File: config.mk
export PLATFORM = sky130hd
export DESIGN_NAME = uart_cmd_parser
export DESIGN_NICKNAME = d
export VERILOG_FILES = /design/src/rtl/uart_cmd_parser.sv
export SDC_FILE = /design/constraint.sdc
export NUM_CORES = 1
export LEC_CHECK = 0
export CAP_MARGIN = 20
export CORE_ASPECT_RATIO = 1.2
export CORE_UTILIZATION = 56
export CTS_BUF_LIST = sky130_fd_sc_hd__clkbuf_4 sky130_fd_sc_hd__clkbuf_8
export DETAILED_ROUTE_END_ITERATION = 8
export PLACE_DENSITY = 0.79
export REMOVE_ABC_BUFFERS = 1
export SYNTH_ARGS = -nofsm -noshare
export SYNTH_HDL_FRONTEND = slang
export SYNTH_SLANG_ARGS = --single-unit
File: constraint.sdc
create_clock -name sys_clk -period 2.8 [get_ports sys_clk]
set_clock_uncertainty 0.05 [all_clocks]
set_input_delay 0.42 -clock sys_clk [delete_from_list [all_inputs] [get_ports sys_clk]]
set_output_delay 0.42 -clock sys_clk [all_outputs]
set_load 0.01 [all_outputs]
File: src/rtl/uart_cmd_parser.sv
// uart_cmd_parser: turns the UART receiver's byte stream into SDRAM read/write
// commands. Frames are 0x55, CMD, ADDR[23:16], ADDR[15:8], ADDR[7:0], L,
// payload (write only, L+1 bytes), CSUM. Write payload is held in a local
// buffer and released for popping only after the checksum matches and the
// command has been accepted.
module uart_cmd_parser #(
  parameter int D_WIDTH     = 8,
  parameter int MAX_LEN     = 16,
  parameter int TIMEOUT_CYC = 416_660,
  localparam int LEN_W      = $clog2(MAX_LEN + 1)
) (
  input  logic               sys_clk,
  input  logic               sys_rst_n,
  input  logic [D_WIDTH-1:0] rx_data,
  input  logic               po_flag,
  output logic               cmd_valid,
  input  logic               cmd_ready,
  output logic               cmd_wr,
  output logic [23:0]        cmd_addr,
  output logic [LEN_W-1:0]   cmd_len,
  output logic [D_WIDTH-1:0] wdata,
  output logic               wdata_empty,
  input  logic               wdata_rd,
  output logic               err,
  output logic [2:0]         err_code
);

  localparam int PTR_W = (MAX_LEN > 1) ? $clog2(MAX_LEN) : 1;
  localparam int GAP_W = $clog2(TIMEOUT_CYC + 1);

  localparam logic [D_WIDTH-1:0] SYNC_B = D_WIDTH'(8'h55);
  localparam logic [D_WIDTH-1:0] WR_B   = D_WIDTH'(8'hA1);
  localparam logic [D_WIDTH-1:0] RD_B   = D_WIDTH'(8'hA2);

  localparam logic [2:0] E_CMD     = 3'd1;
  localparam logic [2:0] E_LEN     = 3'd2;
  localparam logic [2:0] E_CSUM    = 3'd3;
  localparam logic [2:0] E_TIMEOUT = 3'd4;
  localparam logic [2:0] E_OVERRUN = 3'd5;

  typedef enum logic [3:0] {
    S_IDLE, S_CMD, S_ADDR2, S_ADDR1, S_ADDR0, S_LEN, S_DATA, S_CSUM, S_PEND, S_DRAIN
  } state_t;

  state_t               state_q, state_d;
  logic                 wr_q, wr_d;
  logic [23:0]          addr_q, addr_d;
  logic [LEN_W-1:0]     len_q, len_d;
  logic [D_WIDTH-1:0]   csum_q, csum_d;
  logic [LEN_W-1:0]     wr_ptr_q, wr_ptr_d;
  logic [LEN_W-1:0]     rd_ptr_q, rd_ptr_d;
  logic [GAP_W-1:0]     gap_q, gap_d;
  logic                 err_q, err_d;
  logic [2:0]           err_code_q, err_code_d;
  logic                 cmd_valid_q;
  logic                 buf_we;
  logic                 in_frame;
  logic                 can_pop;

  logic [MAX_LEN-1:0][D_WIDTH-1:0] buf_q;

  // Gap timer only runs while a frame is being received.
  assign in_frame = (state_q == S_CMD)   || (state_q == S_ADDR2) || (state_q == S_ADDR1) ||
                    (state_q == S_ADDR0) || (state_q == S_LEN)   || (state_q == S_DATA)  ||
                    (state_q == S_CSUM);

  assign can_pop = (state_q == S_DRAIN) && (rd_ptr_q < len_q);

  // Next-state logic: frame parsing, error detection, handshake and drain.
  always_comb begin
    state_d    = state_q;
    wr_d       = wr_q;
    addr_d     = addr_q;
    len_d      = len_q;
    csum_d     = csum_q;
    wr_ptr_d   = wr_ptr_q;
    rd_ptr_d   = rd_ptr_q;
    gap_d      = '0;
    err_d      = 1'b0;
    err_code_d = err_code_q;
    buf_we     = 1'b0;

    // A byte arriving in the expiry cycle takes priority over the timeout.
    if (in_frame && !po_flag) begin
      gap_d = gap_q + GAP_W'(1);
      if (gap_q == GAP_W'(TIMEOUT_CYC - 1)) begin
        err_d      = 1'b1;
        err_code_d = E_TIMEOUT;
        state_d    = S_IDLE;
      end
    end

    unique case (state_q)
      S_IDLE: begin
        if (po_flag && rx_data == SYNC_B) state_d = S_CMD;
      end
      S_CMD: begin
        if (po_flag) begin
          if (rx_data == WR_B || rx_data == RD_B) begin
            wr_d    = (rx_data == WR_B);
            csum_d  = rx_data;  // checksum restarts at CMD
            state_d = S_ADDR2;
          end else begin
            err_d      = 1'b1;
            err_code_d = E_CMD;
            state_d    = S_IDLE;
          end
        end
      end
      S_ADDR2: begin
        if (po_flag) begin
          addr_d[23:16] = rx_data;
          csum_d        = csum_q ^ rx_data;
          state_d       = S_ADDR1;
        end
      end
      S_ADDR1: begin
        if (po_flag) begin
          addr_d[15:8] = rx_data;
          csum_d       = csum_q ^ rx_data;
          state_d      = S_ADDR0;
        end
      end
      S_ADDR0: begin
        if (po_flag) begin
          addr_d[7:0] = rx_data;
          csum_d      = csum_q ^ rx_data;
          state_d     = S_LEN;
        end
      end
      S_LEN: begin
        if (po_flag) begin
          if (rx_data >= D_WIDTH'(MAX_LEN)) begin
            err_d      = 1'b1;
            err_code_d = E_LEN;
            state_d    = S_IDLE;
          end else begin
            len_d   = rx_data[LEN_W-1:0] + LEN_W'(1);
            csum_d  = csum_q ^ rx_data;
            state_d = wr_q ? S_DATA : S_CSUM;
          end
        end
      end
      S_DATA: begin
        if (po_flag) begin
          buf_we   = 1'b1;
          csum_d   = csum_q ^ rx_data;
          wr_ptr_d = wr_ptr_q + LEN_W'(1);
          if (wr_ptr_q + LEN_W'(1) == len_q) state_d = S_CSUM;
        end
      end
      S_CSUM: begin
        if (po_flag) begin
          if (rx_data == csum_q) begin
            state_d = S_PEND;
          end else begin
            err_d      = 1'b1;
            err_code_d = E_CSUM;
            state_d    = S_IDLE;
          end
        end
      end
      S_PEND: begin
        // Bytes arriving now are dropped; the held command is untouched.
        if (po_flag) begin
          err_d      = 1'b1;
          err_code_d = E_OVERRUN;
        end
        if (cmd_ready) state_d = wr_q ? S_DRAIN : S_IDLE;
      end
      S_DRAIN: begin
        if (po_flag) begin
          err_d      = 1'b1;
          err_code_d = E_OVERRUN;
        end
        if (wdata_rd && can_pop) begin
          rd_ptr_d = rd_ptr_q + LEN_W'(1);
          if (rd_ptr_q + LEN_W'(1) == len_q) state_d = S_IDLE;
        end
      end
      default: state_d = S_IDLE;
    endcase

    // Leaving for IDLE by any path discards the buffer contents.
    if (state_d == S_IDLE) begin
      wr_ptr_d = '0;
      rd_ptr_d = '0;
    end
  end

  // Control and command registers; reset aborts any frame or drain silently.
  always_ff @(posedge sys_clk or negedge sys_rst_n) begin
    if (!sys_rst_n) begin
      state_q     <= S_IDLE;
      wr_q        <= 1'b0;
      addr_q      <= '0;
      len_q       <= '0;
      csum_q      <= '0;
      wr_ptr_q    <= '0;
      rd_ptr_q    <= '0;
      gap_q       <= '0;
      err_q       <= 1'b0;
      err_code_q  <= '0;
      cmd_valid_q <= 1'b0;
    end else begin
      state_q     <= state_d;
      wr_q        <= wr_d;
      addr_q      <= addr_d;
      len_q       <= len_d;
      csum_q      <= csum_d;
      wr_ptr_q    <= wr_ptr_d;
      rd_ptr_q    <= rd_ptr_d;
      gap_q       <= gap_d;
      err_q       <= err_d;
      err_code_q  <= err_code_d;
      cmd_valid_q <= (state_d == S_PEND);
    end
  end

  // Payload storage; contents are only observable through the read pointer.
  always_ff @(posedge sys_clk) begin
    if (buf_we) buf_q[wr_ptr_q[PTR_W-1:0]] <= rx_data;
  end

  assign cmd_valid   = cmd_valid_q;
  assign cmd_wr      = wr_q;
  assign cmd_addr    = addr_q;
  assign cmd_len     = len_q;
  assign wdata       = buf_q[rd_ptr_q[PTR_W-1:0]];
  assign wdata_empty = !can_pop;
  assign err         = err_q;
  assign err_code    = err_code_q;

endmodule
# Yosys cells after proc, flatten, opt, wreduce, memory -nomap -nowiden
# Cells that the tools add are included.
[word_totals]
register_bits = 204
inputBits = 13
output_inout_bits = 44
elab_cells = 153
[op_classes]
addsub = 4
n_lt_le_gt_ge = 5
n_eq_ne = 22
mux = 60
n_bitwise = 2
n_reduce_logical = 31
[op_table]
columns = ["operator", "count"]
rows = [
  ["bitwise mux 128 bit", 1],
  ["two-way mux 4 bit", 16],
  ["two-way mux 8 bit", 7],
  ["case mux 4 bit (10 select lines)", 1],
  ["binary-select mux 8 bit (select 4 bit)", 1],
  ["demux 8 bit (select 4 bit)", 1],
  ["two-way mux 3 bit", 10],
  ["two-way mux 5 bit", 6],
  ["case mux 8 bit (3 select lines)", 1],
  ["adder 19 x 1 -> 19 bit, second input constant", 1],
  ["== test 19 bit, second input constant", 1],
  ["two-way mux 19 bit", 1],
  ["== test 4 x 3 -> 1 bit, second input constant", 4],
  ["== test 8 bit, second input constant", 2],
  ["adder 5 x 1 -> 5 bit, second input constant", 3],
  ["== test 4 bit, second input constant", 3],
  ["two-way mux 1 bit", 12],
  ["case mux 3 bit (4 select lines)", 1],
  ["== test 5 bit", 2],
  ["< comparator 4 x 5 -> 1 bit, second input constant", 2],
  ["AND reduction 2 bit", 5],
  ["== test 4 x 2 -> 1 bit, second input constant", 2],
  ["== test 8 x 7 -> 1 bit, second input constant", 1],
  ["== test 8 bit", 1],
  ["other kinds (20)", 39],
]

# Longest topological paths before layout
# Gate-level depths: netlist (run 1).
[depth]
depth_word = 15
ltp_mapped = 10
ltp_nobuf = 8

# Worst setup path before layout (run 1)
# Ideal clock, no wire load.
[synth_timing]
kind = "register -> register"
start = "reg rd_ptr_q[0]"
end = "reg rd_ptr_q[0]"
setup_ns = 0.144
arrival_ns = 2.515
required_time_ns = 2.606
slack_ns = 0.090
stages_incl_launch_ff = 9
n_path_buf = 2
period_less_slack_ns = 2.710
path_cell_list = "dfrtp_1 > clkbuf_1 > buf_2 > inv_1 > ha_1 > or3_1 > o31a_1 > nor4b_4 > a21oi_1"
[synth_via]
elab_chain_cells = 8
elab_cells_between_ends = 15
cone_classes = "1 x add/sub; 1 x order compare; 1 x eq/ne; 6 x mux; 6 x reduce/logical"
[synth_lines]
columns = ["element", "line_no", "text"]
rows = [
  ["from (decl)", "51", "logic [LEN_W-1:0] rd_ptr_q, rd_ptr_d;"],
  ["from (signal assigned)", "212", "rd_ptr_q <= rd_ptr_d;"],
  ["adder 5 x 1 -> 5 bit / < comparator 5 bit (equally long branches)", "177, 178, 67", ""],
  ["== test 5 bit / logical AND 1 bit (equally long branches)", "178, 67", ""],
  ["two-way mux 4 bit / logical AND 1 bit (equally long branches)", "178, 176", ""],
  ["two-way mux 4 bit", "176", "if (wdata_rd && can_pop) begin"],
  ["case mux 4 bit (10 select lines)", "93", "unique case (state_q)"],
  ["zero test 4 bit", "185", "if (state_d == S_IDLE) begin"],
  ["nonzero test 2 bit (no source line)", "--", ""],
  ["AND reduction 2 bit (no source line)", "--", ""],
]
# Several ways; a longest one is shown, not always the timed one. The select of a mux whose other input is x is not followed.
# A chain may end at the register's enable or synchronous reset.

# Final worst setup path (run 1)
[layout_timing]
start = "reg rd_ptr_q[0]"
end = "out wdata[3]"
[layout_via]
elab_chain_cells = 2
[layout_lines]
columns = ["element", "line_no", "text"]
rows = [
  ["binary-select mux 8 bit (select 4 bit)", "229", "assign wdata = buf_q[rd_ptr_q[PTR_W-1:0]];"],
  ["two-way mux 8 bit (implied by the code)", "229", ""],
  ["to (decl)", "21", "output logic [D_WIDTH-1:0] wdata,"],
]
# No other way between the ends. The select of a mux whose other input is x is not followed.

==> flow_summary.yaml, run 1 <==
clocking:
  clock_latency_ps: 540
  numCtsBuffers: 31
  cts_sinks: 204
  clk_pin_slew_ps: 60
  cts_buffer_depth: 3
  root_buffer: "clkbuf_8"
  cts_tree: "yes"
  htreeDepth: 1
drt:
  met3_length_mm: 1.23
  routedLengthMet1_mm: 8.31
  wire_per_inst_um: 21.5
  drc: 0
  drt-pass1-iter-count: 5
  drtIter0Drc: 541
  drt-vias-per-instance: 5.98
  dr_wl_met2_mm: 11.4
  dr.max_layer_used: "met4"
  route.antenna.remaining_nets: 0
  num_vias: 5968
  wl_mm: 21.5
logic_synthesis:
  synthArstFlopShare_pct: 37.3
  yosysWarnings: 0
  synthMuxAreaShare_pct: 13.8
  synth-simple-area-share_pct: 9.03
  synth-compound-area-share_pct: 5.71
  syn_area_mm2: 0.00916
  synth_edf_count: 128
  synth_top_family_by_area: "multiplexers"
  synth_xor_area_share_pct: 4.30
  ys_seq_area_share_pct: 62.7
  yosys_register_bits: 204
  synth_fa_ha_area_share_pct: 2.05
  synth.distinct_cells: 64
  yosys_most_used_dff: "edfxtp_1"
  avgSynthCellArea_um2: 14.6
  syn_inst: 629
worst_setup_path:
  endpoint_kind: "output pin"
  cp_top_family: "multiplexers"
  cp_max_fo: 6
  cpPeakStageDelay_ps: 520
  critPathRequiredTime_ps: 2330
  r2r.worst_path.cells: 9
  r2r-end: "rd_ptr_q[4]$_DFFE_PN0P_"
  path_common_cell: "mux4_2"
  start_kind: "flop"
  critPathSlowestCell: "mux4_2"
  path_class: "reg2out"
  endpoint: "wdata[3]"
  critPathBufInv: 3
  worstSetupStartpoint: "rd_ptr_q[0]$_DFFE_PN0P_"
  r2r_start: "rd_ptr_q[0]$_DFFE_PN0P_"
  cp.arrival_ps: 2430
  cp_cell_sequence: "buf_12 > buf_4 > mux4_2 > mux4_2 > buf_6"
  cp_num_cells: 5
  rrSetupSlack_ps: 160
die:
  dieArea_mm2: 0.0169
  die_w_um: 119
  row_count: 50
  core_mm2: 0.0158
  die-height_um: 142
  start_util_pct: 57.9
  pin_count: 57
placement:
  port_buffers: 56
  hpwl_mm: 14.8
  dp_cells: 925
  gp_congestion: 0.893
flow_run:
  maxCapViolCount: 0
timing:
  rsz0062_at_grt: "true"
  fin_ws_ps: -104
  slew_headroom_pct: 60.3
  maxSlewViolCount: 0
  hold_violations: 0
  worst_pin_slew_ps: 594
  setup_viol: 8
  fmax_mhz: 344
  fin_crit_ps: 2900
  min_period_over_period_pct: 104
  fin_setup_tns_ps: -584
layout:
  final_layout_size_suffix_gt1_share_pct: 26.8
  final_cell_mix: "edfxtp_1, dfrtp_1, buf_4"
  syn_to_final_growth_pct: 22.0
  seqCellArea_mm2: 0.00575
  finish.net_count: 796
  final_common_cell: "edfxtp_1"
  final_cells: 998
  multiInputGateArea_mm2: 0.00321
  fillers: 1027
  n_antenna_cell: 0
global_route:
  grt_pass1_vias: 6222
  antenna_found_initial: 0
  overflow: 0
  grt_max_degree: 47
  grtUsageTotal_pct: 26.7
  grt_pass1_wl_mm: 34.2
run_status:
  violations: "setup timing"
  status: "complete, but fails checks"
pwr:
  irDropWorstVdd_uv: 398
  total_power_w: 0.00651
  leakage_nw: 4.18
  powerDensity_mw_per_mm2: 582
worst_hold_path:
  hold_class: "in2async"
## repair_timing
item,4_1_cts,5_1_grt
buffers inserted,12,6
cloned,1,0
hold buffers,1,0
endpoints found under the setup margin,9,19
pin swaps,0,2
gates resized for setup,48,8
endpoints found under the hold margin,44,0
## stage by stage
step	util [%]	cell area (µm²)	hold WS, ps	setup slack (ps)
finish	70.6	11200	370	-104
global placement	65.4	10400	388	47.0
CTS	70.4	11100	376	-224
detailed placement	65.4	10400	399	-52.7
floorplan	-	9020	74.4	-582
global route	70.6	11200	428	-160
## state kept, by name, summed over array words and instances (netlist names)
register   count
buf_q        128
cmd_addr      24
cmd_len        5
cmd_valid      1
cmd_wr         1
csum_q         8
err            1
err_code       3
gap_q         19
rd_ptr_q       5
state_q        4
wr_ptr_q       5
## where the power goes
| part | total, W | switching (W) | internal (W) |
|---|---|---|---|
| Clock | 0.00234 | 0.00109 | 0.00125 |
| Combinational | 0.000699 | 0.000339 | 0.000360 |
| Sequential | 0.00347 | 0.000115 | 0.00335 |
| Total | 0.00651 | 0.00155 | 0.00496 |
## layer usage
| layer | vias to the layer above | track usage, % |
|---|---|---|
| li1 | 2654 | - |
| met1 | 3032 | 33.3 |
| met2 | 244 | 48.0 |
| met3 | 38 | 3.53 |
| met4 | 0 | 9.33 |
| met5 | - | 0 |
## logic make-up (layout without fill, tap and decap cells)
| kind of cell | after synthesis | in the layout |
|---|---|---|
| AOI/OAI and AO/OA | 82 | 82 |
| xor gates and xnor gates | 45 | 45 |
| adders and majority gates | 15 | 15 |
| buffers and inverters | 52 | 213 |
| DFF | 204 | 204 |
| muxes | 74 | 74 |
| and+or+nand+nor | 157 | 157 |
## synth_stat cells (3+ instances only)
| cell | instances | share of area, % |
|---|---|---|
| a21o_1 | 3 | 0.25 |
| edfxtp_1 | 128 | 42 |
| or3_1 | 3 | 0.20 |
| a31oi_1 | 3 | 0.20 |
| mux4_2 | 40 | 9.8 |
| and3_1 | 8 | 0.55 |
| o21ai_0 | 14 | 0.76 |
| ha_1 | 15 | 2.0 |
| and4_1 | 4 | 0.38 |
| clkbuf_1 | 22 | 0.90 |
| xnor2_1 | 28 | 2.7 |
| and2_1 | 3 | 0.20 |
| nor2_1 | 48 | 2.0 |
| buf_2 | 8 | 0.44 |
| nand4_1 | 9 | 0.61 |
| mux2i_1 | 12 | 1.3 |
| nor2b_1 | 4 | 0.27 |
| nor3_1 | 8 | 0.44 |
| mux2_2 | 22 | 2.7 |
| xor2_1 | 17 | 1.6 |
| nand2_1 | 31 | 1.3 |
| inv_1 | 18 | 0.74 |
| nand2b_1 | 6 | 0.41 |
| nand3_1 | 15 | 0.82 |
| a21oi_1 | 36 | 2.0 |
| dfrtp_1 | 76 | 21 |
## worst register-to-register path, delay by kind of cell, from the launching register on
kind | cells | cell delay [ps]
simple gates | 2 | 550
buf+inv | 3 | 530
flops | 1 | 480
compound gates | 2 | 440
fa+ha+maj | 1 | 320
xor+xnor | 1 | 150
## layout make-up
cell class	count	share of cell area, %
flip-flops and latches	204	51.4
well taps	208	2.33
clock buffers	43	4.85
multi-input cells	373	28.7
repair buffers	138	11.5
clock inverters	12	0.493
inverters	20	0.672
## worst min path at each step
stage                       startpoint                      end  slack [ps]  cells past startpoint
detailed placement  gap_q[0]$_DFF_PN0_       gap_q[0]$_DFF_PN0_         400                      1
finish                       sys_rst_n      gap_q[16]$_DFF_PN0_         370                      2
floorplan                    sys_rst_n  cmd_addr[0]$_DFFE_PN0P_          70                      0
global route                 sys_rst_n      gap_q[18]$_DFF_PN0_         430                      2
global placement    gap_q[0]$_DFF_PN0_       gap_q[0]$_DFF_PN0_         390                      1
CTS                          sys_rst_n      gap_q[18]$_DFF_PN0_         380                      2
Note: power is estimated with default switching activity, not from simulation.
==> run 2: changes to the inputs <==
--- a/config.mk
+++ b/config.mk
@@ -7,10 +7,10 @@
 export LEC_CHECK = 0
 export CAP_MARGIN = 20
 export CORE_ASPECT_RATIO = 1.2
-export CORE_UTILIZATION = 56
+export CORE_UTILIZATION = 62
 export CTS_BUF_LIST = sky130_fd_sc_hd__clkbuf_4 sky130_fd_sc_hd__clkbuf_8
 export DETAILED_ROUTE_END_ITERATION = 8
-export PLACE_DENSITY = 0.79
+export PLACE_DENSITY = 0.83
 export REMOVE_ABC_BUFFERS = 1
 export SYNTH_ARGS = -nofsm -noshare
 export SYNTH_HDL_FRONTEND = slang
==> constraint.sdc (replaced) <==
create_clock -name sys_clk -period 3.1 [get_ports sys_clk]
set_clock_uncertainty 0.05 [all_clocks]
set_input_delay 0.465 -clock sys_clk [delete_from_list [all_inputs] [get_ports sys_clk]]
set_output_delay 0.465 -clock sys_clk [all_outputs]
set_load 0.01 [all_outputs]
==> flow_summary.yaml, run 2 (synthesis gave the netlist of run 1 again) <==
drt:
  wl_mm: 20.4
  drt-pass1-iter-count: 5
  drc: 0
  route.antenna.remaining_nets: 0
  num_vias: 5679
  wire_per_inst_um: 21.8
  drtIter0Drc: 463
  drt-vias-per-instance: 6.08
layout:
  final_cell_mix: "edfxtp_1, dfrtp_1, nor2_1"
  fillers: 884
  finish.net_count: 764
  seqCellArea_mm2: 0.00575
  largest_reg_flops: 128
  syn_to_final_growth_pct: 18.8
  final_core_util_pct: 75.5
  final_layout_size_suffix_gt1_share_pct: 23.7
  multiInputGateArea_mm2: 0.00320
  final_common_cell: "edfxtp_1"
  n_antenna_cell: 0
  final_cell_area_mm2: 0.0109
die:
  core_mm2: 0.0144
  row_count: 48
  start_util_pct: 63.6
  dieArea_mm2: 0.0153
  die-height_um: 135
  die_w_um: 113
  pin_count: 57
global_route:
  grtUsageTotal_pct: 27.9
  overflow: 0
  grt_max_degree: 77
  grt_pass1_wl_mm: 31.9
  antenna_found_initial: 1
  grt_pass1_vias: 5949
placement:
  hpwl_mm: 13.7
  port_buffers: 56
  placed_area_mm2: 0.0101
  gp_congestion: 0.912
worst_setup_path:
  r2r-end: "rd_ptr_q[2]$_DFFE_PN0P_"
  cp_top_family: "multiplexers"
  critPathBufInv: 4
  start_kind: "flop"
  rrSetupSlack_ps: 310
  path_common_cell: "buf_12"
  r2r.worst_path.cells: 10
  critPathSlowestCell: "mux4_2"
  critPathRequiredTime_ps: 2580
  endpoint_kind: "output pin"
  path_class: "reg2out"
  cp_cell_sequence: "buf_12 > buf_12 > buf_12 > mux4_2 > mux4_2 > buf_2"
  r2r_start: "rd_ptr_q[0]$_DFFE_PN0P_"
  cp.arrival_ps: 2570
  cp_max_fo: 6
  cpPeakStageDelay_ps: 590
timing:
  fin_setup_tns_ps: 0
  worst_pin_slew_ps: 941
  fin_crit_ps: 3080
  whs_ps: 4.86
  fmax_mhz: 324
  maxSlewViolCount: 0
  min_period_over_period_pct: 99.5
  hold_violations: 0
  slew_headroom_pct: 37.3
  setup_viol: 0
pwr:
  total_power_w: 0.00602
  leakage_nw: 4.03
  irDropWorstVdd_uv: 586
  powerDensity_mw_per_mm2: 552
clocking:
  cts_buffer_depth: 3
  htreeDepth: 1
  root_buffer: "clkbuf_8"
  cts_sinks: 204
  clk_pin_slew_ps: 60
  numCtsBuffers: 30
  clock_latency_ps: 540
  cts_tree: "yes"
  ctsHoldBuffers: 0
flow_run:
  maxCapViolCount: 0
run_status:
  status: "finished clean"
worst_hold_path:
  hold_class: "in2async"
==> run 2: cell types whose count changed in the layout (fill, tap and decap cells not counted), sizes merged <==
| cell | delta |
|---|---|
| clkbuf | -1 |
| clkinv | -1 |
| clkdlybuf4s50 | +1 |
| bufinv | +2 |
| buf | -31 |
| dlygate4sd3 | -1 |
==> run 2: worst max-delay path by stage <==
stage	start	end	slack (ps)	cells past startpoint
floorplan	rd_ptr_q[0]$_DFFE_PN0P_	rd_ptr_q[0]$_DFFE_PN0P_	-280	6
global placement	rx_data[1]	rd_ptr_q[0]$_DFFE_PN0P_	240	9
detailed placement	rx_data[7]	rd_ptr_q[2]$_DFFE_PN0P_	150	8
CTS	rd_ptr_q[0]$_DFFE_PN0P_	wdata[0]	30	5
global route	rd_ptr_q[0]$_DFFE_PN0P_	wdata[3]	-30	6
finish	rd_ptr_q[0]$_DFFE_PN0P_	wdata[3]	20	6
==> run 2: routing by layer <==
layer  track usage (%)  up-vias  part of all wire [%]
met2              49.3      180                    52
met1              35.1     2874                    39
met5                 0        -                 0.064
met4              10.3        2                   3.3
met3              4.47       41                   5.8
li1                  -     2582                     -
==> run 2: final cells by class <==
| class | instances | share of cell area [%] |
|---|---|---|
| Sequential cell | 204 | 52.8 |
| Clock inverter | 13 | 1.00 |
| Inverter | 20 | 0.689 |
| Clock buffer | 42 | 5.02 |
| Multi-Input combinational cell | 373 | 29.4 |
| Tap cell | 175 | 2.01 |
| Timing Repair Buffer | 107 | 9.08 |
==> run 2: power by group <==
group	switching [W]	internal (W)
registers	0.000108	0.00303
logic	0.000286	0.000310
clock network	0.000982	0.00130
total	0.00138	0.00464
==> run 2: repair_timing <==
| action | 4_1_cts | 5_1_grt |
|---|---|---|
| gates resized for setup | 31 | 4 |
| cloned | 1 | 0 |
| endpoints found under the setup margin | 9 | 6 |
| buffers inserted | 5 | 2 |
==> run 2: through the flow <==
| step | std cells | worst slack (ps) |
|---|---|---|
| detailed placement | 871 | 147 |
| finish | 934 | 16.4 |
| global route | 934 | -30.6 |
| floorplan | 597 | -282 |
| global placement | 871 | 240 |
| CTS | 932 | 26.0 |
==> run 3: changes to the inputs <==
==> constraint.sdc (replaced) <==
create_clock -name sys_clk -period 2.9 [get_ports sys_clk]
set_clock_uncertainty 0.05 [all_clocks]
set_input_delay 0.435 -clock sys_clk [delete_from_list [all_inputs] [get_ports sys_clk]]
set_output_delay 0.435 -clock sys_clk [all_outputs]
set_load 0.01 [all_outputs]
==> flow_summary.yaml, run 3 (synthesis gave the netlist of run 1 again) <==
pwr:
  total_power_w: 0.00641
  powerDensity_mw_per_mm2: 580
  switching_share_pct: 23.0
  pwr-share-seq_pct: 52.1
  leakage_nw: 4.13
  power.switching_w: 0.00148
  p_int_w: 0.00493
  pwr-share-comb_pct: 10.3
  pwr-share-clk_pct: 37.6
  irDropWorstVdd_uv: 545
timing:
  fin_setup_tns_ps: 0
  fmax_mhz: 346
  fin_crit_ps: 2890
  setup_viol: 0
  rsz0062_at_grt: "true"
  min_period_over_period_pct: 99.6
  worst_pin_slew_ps: 937
  maxSlewViolCount: 0
  fin_ws_ps: 11.7
  slew_headroom_pct: 37.6
  hold_violations: 0
global_route:
  grt_pass1_vias: 6001
  gr-max-usage-layer: "met2"
  antenna_found_initial: 0
  grt_max_degree: 77
  grt_pass1_wl_mm: 31.9
  grtUsageTotal_pct: 27.8
  grt_util_met2_pct: 48.8
  overflow: 0
  use_met1_pct: 35.1
  grtUsageMet3_pct: 3.98
die:
  die-height_um: 135
  row_count: 48
  start_util_pct: 63.6
  pin_count: 57
  core_mm2: 0.0144
  die_w_um: 113
  dieArea_mm2: 0.0153
run_status:
  status: "finished clean"
worst_setup_path:
  endpoint_kind: "output pin"
  critPathRequiredTime_ps: 2410
  path_class: "reg2out"
  cp_max_fo: 5
  cp.arrival_ps: 2400
  start_kind: "flop"
  worstSetupStartpoint: "rd_ptr_q[0]$_DFFE_PN0P_"
  r2r_start: "rd_ptr_q[0]$_DFFE_PN0P_"
clocking:
  clk_pin_slew_ps: 60
  clock_latency_ps: 550
  root_buffer: "clkbuf_8"
  numCtsBuffers: 30
  cts_buffer_depth: 3
  cts_sinks: 204
  cts_tree: "yes"
  htreeDepth: 1
flow_run:
  maxCapViolCount: 0
drt:
  wl_mm: 20.8
  drc: 0
  drt-pass1-iter-count: 6
  num_vias: 5860
  drt-vias-per-instance: 6.17
  drtIter0Drc: 478
  route.antenna.remaining_nets: 0
  wire_per_inst_um: 21.8
worst_hold_path:
  hold_class: "reg2reg"
  worstHoldStart: "gap_q[0]$_DFF_PN0_"
layout:
  syn_to_final_growth_pct: 20.6
  n_antenna_cell: 0
  largest_reg_flops: 128
  finish.net_count: 779
  final_cell_mix: "edfxtp_1, dfrtp_1, buf_4"
  final_layout_size_suffix_gt1_share_pct: 26.2
  final_core_util_pct: 76.6
  final_common_cell: "edfxtp_1"
placement:
  gp_congestion: 0.935
  post-place-ws_ps: 82.3
  hpwl_mm: 13.6
  port_buffers: 56
## run 3: cell types whose count changed in the layout (fill, tap and decap cells not counted), sizes merged
cell / previous run / this run
buf: 59 / 72
bufinv: 2 / 0
clkbuf: 42 / 53
clkdlybuf4s15: 1 / 0
clkdlybuf4s50: 47 / 46
clkinv: 10 / 5
clkinvlp: 1 / 0
dlygate4sd2: 0 / 1
dlygate4sd3: 0 / 1
## run 3: power groups by stage
stage / Clock, W / Sequential (W) / Combinational (W)
3_3_place_gp: 0 / 0.00339 / 0.000636
5_1_grt: 0.00257 / 0.00335 / 0.000715
6_report: 0.00241 / 0.00334 / 0.000657
2_1_floorplan: 0 / 0.00342 / 0.000268
3_5_place_dp: 0 / 0.00339 / 0.000654
4_1_cts: 0.00244 / 0.00334 / 0.000659
## run 3: metrics by stage
step | area (µm²) | instances | hold WS, ps
5_1_grt | 11000 | 950 | 441
3_3_place_gp | 10300 | 887 | 388
2_1_floorplan | 9020 | 597 | 89.4
6_report | 11000 | 950 | 397
4_1_cts | 11000 | 949 | 403
3_5_place_dp | 10300 | 887 | 395
## run 3: layer usage
metal,routed length [µm],part of all wire (%),up-vias
met3,1270,6.1,54
li1,-,-,2616
met4,658,3.2,0
met5,0,0,-
met1,8110,39,2933
met2,10700,52,257
## run 3: layout make-up
cell class,count,area (µm²)
clock inverter,5,25.0
clock buffer,51,627
timing repair buffer,122,1150
multi-input combinational,373,3200
sequential,204,5750
inverter,20,75.1
fill,859,3370
tap,175,219
## run 3: repair_timing
item / in CTS / in global routing
buffers inserted: 4 / 0
cloned: 1 / 2
hold buffers: 1 / 0
resized for setup: 41 / 6
hold endpoints to repair: 13 / 0
setup endpoints to repair: 9 / 8
## run 3: worst paths after layout
path                                           end  slack [ps]  depth (start not counted)
max                                       wdata[6]          10                          5
min                             gap_q[0]$_DFF_PN0_         400                          1
max reg2reg                wr_ptr_q[0]$_DFFE_PN0P_         180                          9
min reg2reg                     gap_q[0]$_DFF_PN0_         400                          1
max in group asynchronous  rd_ptr_q[0]$_DFFE_PN0P_        1600                          2
min in group asynchronous      gap_q[12]$_DFF_PN0_         530                          2
## run 3: worst max-delay path, stage by stage (launching register included)
cell and delay (ps):
dfrtp_2 400, buf_6 140, buf_16 130, mux4_2 540, mux4_2 500, buf_6 140
